$ cat src/rtl/axis_hfilter3.sv
// Horizontal [1 2 1]/4 smoothing filter for an AXI-Stream raster, one pixel per beat,
// with edge replication at both ends of every line and a single-entry output register.
module axis_hfilter3 #(
    parameter int DATA_BYTES = 1,
    parameter int DATA_BITS  = DATA_BYTES * 8,
    parameter int LINE_WIDTH = 640,
    parameter int COL_BITS   = $clog2(LINE_WIDTH)
) (
    input  logic                 clk_i,
    input  logic                 rstn_i,
    input  logic [DATA_BITS-1:0] axis_s_data_i,
    input  logic                 axis_s_valid_i,
    output logic                 axis_s_ready_o,
    input  logic                 axis_s_last_i,
    output logic [DATA_BITS-1:0] axis_m_data_o,
    output logic                 axis_m_valid_o,
    input  logic                 axis_m_ready_i,
    output logic                 axis_m_last_o
);

    localparam int SUM_BITS = DATA_BITS + 2;

    typedef enum logic [1:0] {
        ST_FIRST = 2'd0,
        ST_RUN   = 2'd1,
        ST_FLUSH = 2'd2
    } state_t;

    state_t                state_q, state_d;
    logic [DATA_BITS-1:0]  prev_q, prev_d;
    logic [DATA_BITS-1:0]  cur_q, cur_d;
    logic [COL_BITS-1:0]   col_q, col_d;
    logic                  flush_last_q, flush_last_d;
    logic [DATA_BITS-1:0]  out_data_q, out_data_d;
    logic                  out_valid_q, out_valid_d;
    logic                  out_last_q, out_last_d;

    logic                  free;
    logic                  in_xfer;
    logic                  col_at_end;
    logic [SUM_BITS-1:0]   sum_run;
    logic [SUM_BITS-1:0]   sum_flush;

    assign free           = !out_valid_q || axis_m_ready_i;
    assign axis_s_ready_o = rstn_i && (state_q != ST_FLUSH) && free;
    assign in_xfer        = axis_s_valid_i && axis_s_ready_o;
    assign col_at_end     = (col_q == COL_BITS'(LINE_WIDTH - 1));

    assign axis_m_data_o  = out_data_q;
    assign axis_m_valid_o = out_valid_q;
    assign axis_m_last_o  = out_last_q;

    // Two guard bits hold the worst case 4*max+2 without wrapping.
    assign sum_run   = SUM_BITS'(prev_q) + (SUM_BITS'(cur_q) << 1)
                     + SUM_BITS'(axis_s_data_i) + SUM_BITS'(2);
    assign sum_flush = SUM_BITS'(prev_q) + (SUM_BITS'(cur_q) << 1)
                     + SUM_BITS'(cur_q) + SUM_BITS'(2);

    always_ff @(posedge clk_i or negedge rstn_i) begin
        if (!rstn_i) begin
            state_q      <= ST_FIRST;
            prev_q       <= '0;
            cur_q        <= '0;
            col_q        <= '0;
            flush_last_q <= 1'b0;
            out_data_q   <= '0;
            out_valid_q  <= 1'b0;
            out_last_q   <= 1'b0;
        end else begin
            state_q      <= state_d;
            prev_q       <= prev_d;
            cur_q        <= cur_d;
            col_q        <= col_d;
            flush_last_q <= flush_last_d;
            out_data_q   <= out_data_d;
            out_valid_q  <= out_valid_d;
            out_last_q   <= out_last_d;
        end
    end

    always_comb begin
        state_d = state_q;
        case (state_q)
            ST_FIRST: if (in_xfer && !axis_s_last_i) state_d = ST_RUN;
            ST_RUN:   if (in_xfer && (col_at_end || axis_s_last_i)) state_d = ST_FLUSH;
            ST_FLUSH: if (free) state_d = ST_FIRST;
            default:  state_d = ST_FIRST;
        endcase
    end

    always_comb begin
        prev_d       = prev_q;
        cur_d        = cur_q;
        col_d        = col_q;
        flush_last_d = flush_last_q;
        out_data_d   = out_data_q;
        out_last_d   = out_last_q;
        out_valid_d  = out_valid_q && !axis_m_ready_i;

        case (state_q)
            ST_FIRST: begin
                if (in_xfer) begin
                    // Both taps reload so a new line never sees the previous line's pixels.
                    prev_d = axis_s_data_i;
                    cur_d  = axis_s_data_i;
                    if (axis_s_last_i) begin
                        col_d       = '0;
                        out_data_d  = axis_s_data_i;
                        out_last_d  = 1'b1;
                        out_valid_d = 1'b1;
                    end else begin
                        col_d = COL_BITS'(1);
                    end
                end
            end
            ST_RUN: begin
                if (in_xfer) begin
                    out_data_d  = DATA_BITS'(sum_run >> 2);
                    out_last_d  = 1'b0;
                    out_valid_d = 1'b1;
                    prev_d      = cur_q;
                    cur_d       = axis_s_data_i;
                    col_d       = col_at_end ? col_q : col_q + COL_BITS'(1);
                    if (col_at_end || axis_s_last_i) begin
                        flush_last_d = axis_s_last_i;
                    end
                end
            end
            ST_FLUSH: begin
                if (free) begin
                    out_data_d  = DATA_BITS'(sum_flush >> 2);
                    out_last_d  = flush_last_q;
                    out_valid_d = 1'b1;
                    col_d       = '0;
                end
            end
            default: begin
                col_d = '0;
            end
        endcase
    end

endmodule
$ cat config.mk
export PLATFORM = sky130hd
export DESIGN_NAME = axis_hfilter3
export DESIGN_NICKNAME = d
export VERILOG_FILES = /design/src/rtl/axis_hfilter3.sv
export SDC_FILE = /design/constraint.sdc
export NUM_CORES = 1
export LEC_CHECK = 0
export BUFFER_PORTS_ARGS = -buffer_cell sky130_fd_sc_hd__buf_2
export CORE_ASPECT_RATIO = 2
export CORE_MARGIN = 2
export CORE_UTILIZATION = 56
export CTS_BUF_LIST = sky130_fd_sc_hd__clkbuf_8
export DETAILED_ROUTE_END_ITERATION = 6
export GPL_ROUTABILITY_DRIVEN = 0
export PLACE_DENSITY = 0.75
export SLEW_MARGIN = 20
export SYNTH_ARGS = -nofsm -noshare
export SYNTH_HDL_FRONTEND = slang
export SYNTH_SLANG_ARGS = --single-unit
export TNS_END_PERCENT = 20
$ cat constraint.sdc
create_clock -name clk_i -period 6.8 [get_ports clk_i]
set_input_delay 1.02 -clock clk_i [delete_from_list [all_inputs] [get_ports clk_i]]
set_output_delay 1.02 -clock clk_i [all_outputs]
set_load 0.01 [all_outputs]
Word level (Yosys, flattened, before mapping)
Index checks and enable logic that the tools add are counted.
{ "totals": {"output_inout_bits": 11, "regBits": 39} }
{ "classes": {"reduce_logical": 21, "addsub": 6, "muxes": 28, "eq_ne": 11} }
{ "op_table": {"columns": ["cell", "n"], "rows": [
  ["8-bit 2-to-1 mux", 6],
  ["10-bit 2-to-1 mux", 4],
  ["10-bit case mux with 3 select lines", 1],
  ["8-bit case mux with 3 select lines", 1],
  ["10-bit by 2-bit adder with 10-bit output (second input constant)", 2],
  ["10-bit by 8-bit adder with 10-bit output", 2],
  ["2-bit != test (second input constant)", 8],
  ["8-bit case mux with 2 select lines", 1],
  ["10-bit by 1-bit adder with 10-bit output (second input constant)", 1],
  ["8-bit by 9-bit adder with 10-bit output", 1],
  ["10-bit equality test (second input constant)", 1],
  ["1-bit 2-to-1 mux", 9],
  ["3-bit AND reduction", 3],
  ["1-bit logical AND", 6],
  ["2-bit 2-to-1 mux", 3],
  ["1-bit case mux with 3 select lines", 2],
  ["2-bit case mux with 3 select lines", 1],
  ["5-bit AND reduction", 1],
  ["4-bit AND reduction", 1],
  ["1-bit zero test", 3],
  ["3-bit nonzero test", 1],
  ["2-bit by 1-bit equality test with 1-bit output (second input constant)", 1],
  ["2-bit equality test (second input constant)", 1],
  ["2-bit zero test", 1],
  ["other kinds (4)", 5]
]} }

Longest topological paths before layout
{ "depth": {"depth_word": 7, "mapped_depth": 16, "mapped_depth_nobuf": 16} }

Least setup slack after synthesis
No wires, ideal clock.
{ "synth_timing": {"kind": "reg-to-reg", "startpoint": "register cur_q[0]", "endpoint": "register out_data_q[7], in the netlist axis_m_data_o[7]", "path_slack_ns": 3.477, "synth_period_minus_slack_ns": 3.323, "t_arrival_ns": 3.189, "path_stages_with_launch": 17, "setup_ns": 0.134, "cell_sequence": "dfrtp_1 > ha_1 > inv_1 > fa_1 > nor2b_1 > o31a_1 > o21a_1 > nor2_1 > xnor2_1 > ha_1 > ha_1 > and3_1 > and2_1 > a221oi_1 > xnor2_1 > a221oi_1 > o31ai_1"} }
{ "synth_via": {"elab_chain_len": 5, "elab_cells_between_ends": 8, "cone_classes": "add/sub: 5; mux: 3"} }
{ "synth_rtl": {"columns": ["element", "line", "source"], "rows": [
  ["from (decl)", "31", "logic [DATA_BITS-1:0] cur_q, cur_d;"],
  ["from (signal assigned)", "72", "cur_q <= cur_d;"],
  ["8-bit by 9-bit adder with 10-bit output", "54, 56", null],
  ["10-bit by 8-bit adder with 10-bit output (on tied branches)", "57, 55", null],
  ["10-bit by 2-bit adder with 10-bit output (on tied branches)", "57, 55", null],
  ["8-bit 2-to-1 mux (on tied branches)", "130, 117", null],
  ["8-bit case mux with 3 select lines (*)", "100", "case (state_q)"],
  ["to (signal assigned)", "75", "out_data_q <= out_data_d;"],
  ["to (decl)", "34", "logic [DATA_BITS-1:0] out_data_q, out_data_d;"]
]} }
Mark *: on every way between the ends. The rest lies on a longest branch, timed or not. The select of a mux whose other input is x is not followed.
A chain may end at the register's enable or synchronous reset.

Worst setup path in the final report
{ "layout_timing": {"startpoint": "register cur_q[1]", "endpoint": "register out_data_q[7], in the netlist axis_m_data_o[7]"} }
The elaborated chain is that of the path after synthesis.

==> results.md <==
- Max cap viols: 0
- Crit share post-route: 0.552
- Slew headroom: 0.351
- Number of flops mapped to enable cells by yosys: 0
- Yosys warning count: 0
- Ys flop type: dfrtp_1
- Most frequent CP cell: ha_1
- Initial antenna violation count: 0
- Most instantiated cells after synthesis: 40 x ha_1, 39 x dfrtp_1, 27 x nor2_1
- Detail Route Antenna Nets: 0
- I/O pins: 24
- Drt first pass iters: 4
- Adder-cell share of the synthesized area: 0.182
- Root buf cell: clkbuf_8
- Post-CTS Hold Fix Bufs: 0
- Worst Hold End: axis_m_data_o[0]$_DFFE_PN0P_
- CP required: 6.98 ns
- WS Path Type: register to register
- CP delay by family, top: compound AO/OA/AOI/OAI gates
- Wire per inst: 16.7 um
- Vias/cell: 6.15
- Initial Utilization: 0.572
- Clock Path Buffers: 2
- Critical R2R Launch: cur_q[1]$_DFFE_PN0P_
- All-Layer GR Usage: 0.246
- Worst-path maximum fanout: 6
- Critical path data arrival time: 3.93 ns
- Largest net degree at the start of global routing: 41
- RR Endpoint: axis_m_data_o[7]$_DFFE_PN0P_
- Crit. End Element: register
- DRC Markers: 0
- Reg2reg path depth: 15
- Cells after Synth: 326
- Crit path max-delay cell type: dfrtp_1
- CP cell instances: ha_1, a21o_1, a21oi_1, nor2b_1, o21a_1, nor2_1, xnor2_1, ha_1, ha_1, a21oi_1, o21bai_1, a221oi_1, xnor2_1, a221oi_1, o31ai_1
- #FFs+latches synth: 39
- Post-cts resize count: 0
- Clock latency on the worst-skew pair: 0.31 ns
- Post-synthesis sequential area ratio: 0.317
- HP Class: register to register
- Vias: 2509
- Final wirelength: 6.83 mm
- Syn Nets: 382
- Port Buffers: 23
- XOR/XNOR Fraction of Synth Area: 0.0627
- Unrepaired setup endpoints after global routing: false
- CTS tree: yes
- Worst-case clock skew: 0.0137 ns
- Post-synthesis compound-gate area fraction: 0.188
- Die width: 56.4 um
- Sink Count: 39
- Max incr delay on CP: 0.43 ns
- CTS H-tree depth: 2
- Hold_sp: axis_m_data_o[0]$_DFFE_PN0P_
- Slew Limit Fails: 0
- Final HPWL DP: 5.31 mm
- Congestion Overflow GR: 0
- Share of cells above drive strength 1: 0.132
- Ant. Diodes: 0
- First-pass GRT wire length: 11.6 mm
- FP Rows: 38
- Yosys top cell by area: dfrtp_1
- Share of the synthesized area in the top cell type: 0.317
- CTS buffer count: 5
- Avg Cell Area, Syn: 9.43 um2
- Synth top area cells: dfrtp_1 32%, ha_1 16%, xor2_1 3.4%
- Post-Place Cells: 400
- Final setup violating endpoints: 0
- Pin slew with the least headroom to its limit: 0.972 ns
- Buffers & Inverters on Critical Path: 0
- Number of global-route vias before repair: 2586
- Simple-gate share of the synthesized area: 0.153
- Main combinational cell family by area after synthesis: compound AO/OA/AOI/OAI gates
- Final hold slack: 0.477 ns
- Mux contribution to synthesized area: 0.0618
- Most common cell in the netlist: ha_1
- Post-synth ARST share: 1.00
- Final Hold Fails: 0
- Die H: 109 um
- Unique cell type count in the Yosys netlist: 55
- Final nets: 403
- Core Area: 5370 um2
- Post-layout util: 0.626
- Final Non-Filler Cells: 408
- R2r setup slk: 3.04 ns
- Synthesized area: 3080 um2
- DIE AREA: 6140 um2
- Post-CTS setup buffers: 0
- Synthesis-to-finish area growth: 9.32%
- Worst setup SP type: register
- Final setup TNS: 0 ns
- Fmax: 266 MHz
- Clk slew on worst S/H paths: 0.08 ns
- Hold path depth: 2
- Fin crit period: 3.76 ns
- Iter 0 DRT Violations: 91
- Run status: finished, final reports clean
==> cell type report <==
cell class	instances	area, um2
Sequential cell	39	976
Clock buffer	5	68.8
Inverter	17	63.8
Fill cell	485	2010
Timing Repair Buffer	24	123
Tap cell	60	75.1
Multi-Input combinational cell	260	1990
Clock inverter	3	63.8
==> layout by cell type (no fill, tap or decap), types with 3 or more instances in the layout <==
| master | n |
|---|---|
| nor2_1 | 27 |
| a21o_1 | 5 |
| mux2_2 | 7 |
| xor2_1 | 12 |
| a211oi_1 | 4 |
| a221oi_1 | 6 |
| o31ai_1 | 6 |
| ha_1 | 40 |
| clkbuf_8 | 5 |
| o21ai_0 | 19 |
| dfrtp_1 | 39 |
| and3_1 | 6 |
| nand2_1 | 25 |
| nand4_1 | 5 |
| o21a_1 | 7 |
| a21oi_1 | 14 |
| buf_2 | 23 |
| inv_1 | 18 |
| nand3b_1 | 3 |
| nand3_1 | 8 |
| xnor2_1 | 10 |
| nor2b_1 | 4 |
| mux2i_1 | 10 |
| nor3_1 | 3 |
| and2_1 | 4 |
| fa_1 | 3 |
==> worst max-delay path by stage <==
stage	from	end	cells after the start
2_1_floorplan	cur_q[0]$_DFFE_PN0P_	axis_m_data_o[7]$_DFFE_PN0P_	16
6_report	cur_q[1]$_DFFE_PN0P_	axis_m_data_o[7]$_DFFE_PN0P_	15
3_3_place_gp	cur_q[1]$_DFFE_PN0P_	axis_m_data_o[7]$_DFFE_PN0P_	15
3_5_place_dp	cur_q[1]$_DFFE_PN0P_	axis_m_data_o[7]$_DFFE_PN0P_	15
5_1_grt	cur_q[1]$_DFFE_PN0P_	axis_m_data_o[7]$_DFFE_PN0P_	15
4_1_cts	cur_q[1]$_DFFE_PN0P_	axis_m_data_o[7]$_DFFE_PN0P_	15
==> flip-flops by register name (all words and copies together), names as in the netlist <==
| register | count |
|---|---|
| col_q | 10 |
| axis_m_valid_o | 1 |
| axis_m_last_o | 1 |
| state_q | 2 |
| prev_q | 8 |
| axis_m_data_o | 8 |
| cur_q | 8 |
| flush_last_q | 1 |
==> through the flow <==
| step | area [um2] | worst slack, ns |
|---|---|---|
| floorplan | 3080 | 3.48 |
| global placement | 3230 | 3.17 |
| detailed placement | 3230 | 3.10 |
| CTS | 3360 | 3.08 |
| global route | 3360 | 2.73 |
| finish | 3360 | 3.04 |
==> logic make-up after synthesis <==
group                      Yosys count
muxes                               18
AOI/OAI and AO/OA                   82
xor gates and xnor gates            22
DFF                                 39
and+or+nand+nor                     95
adders and majority gates           43
buffers and inverters               27
==> worst register-to-register path, cell delays in order (launching register included) <==
cell      delay (ns)
dfrtp_1         0.43
ha_1            0.29
a21o_1          0.18
a21oi_1         0.25
nor2b_1         0.08
o21a_1          0.19
nor2_1          0.11
xnor2_1         0.18
ha_1            0.29
ha_1            0.37
a21oi_1         0.28
o21bai_1        0.11
a221oi_1        0.37
xnor2_1         0.12
a221oi_1        0.26
o31ai_1         0.11
==> metal layers <==
metal	wire length (um)	vias to the layer above	share of wire	track usage
met3	193	18	0.028	0.0498
met1	2570	1222	0.38	0.245
met2	3880	43	0.57	0.470
met5	0	-	0	0
li1	-	1226	-	-
met4	191	0	0.028	0.122
Power is not shown: default switching activity piles up to over one toggle a cycle in this logic, so the estimate is an artifact.
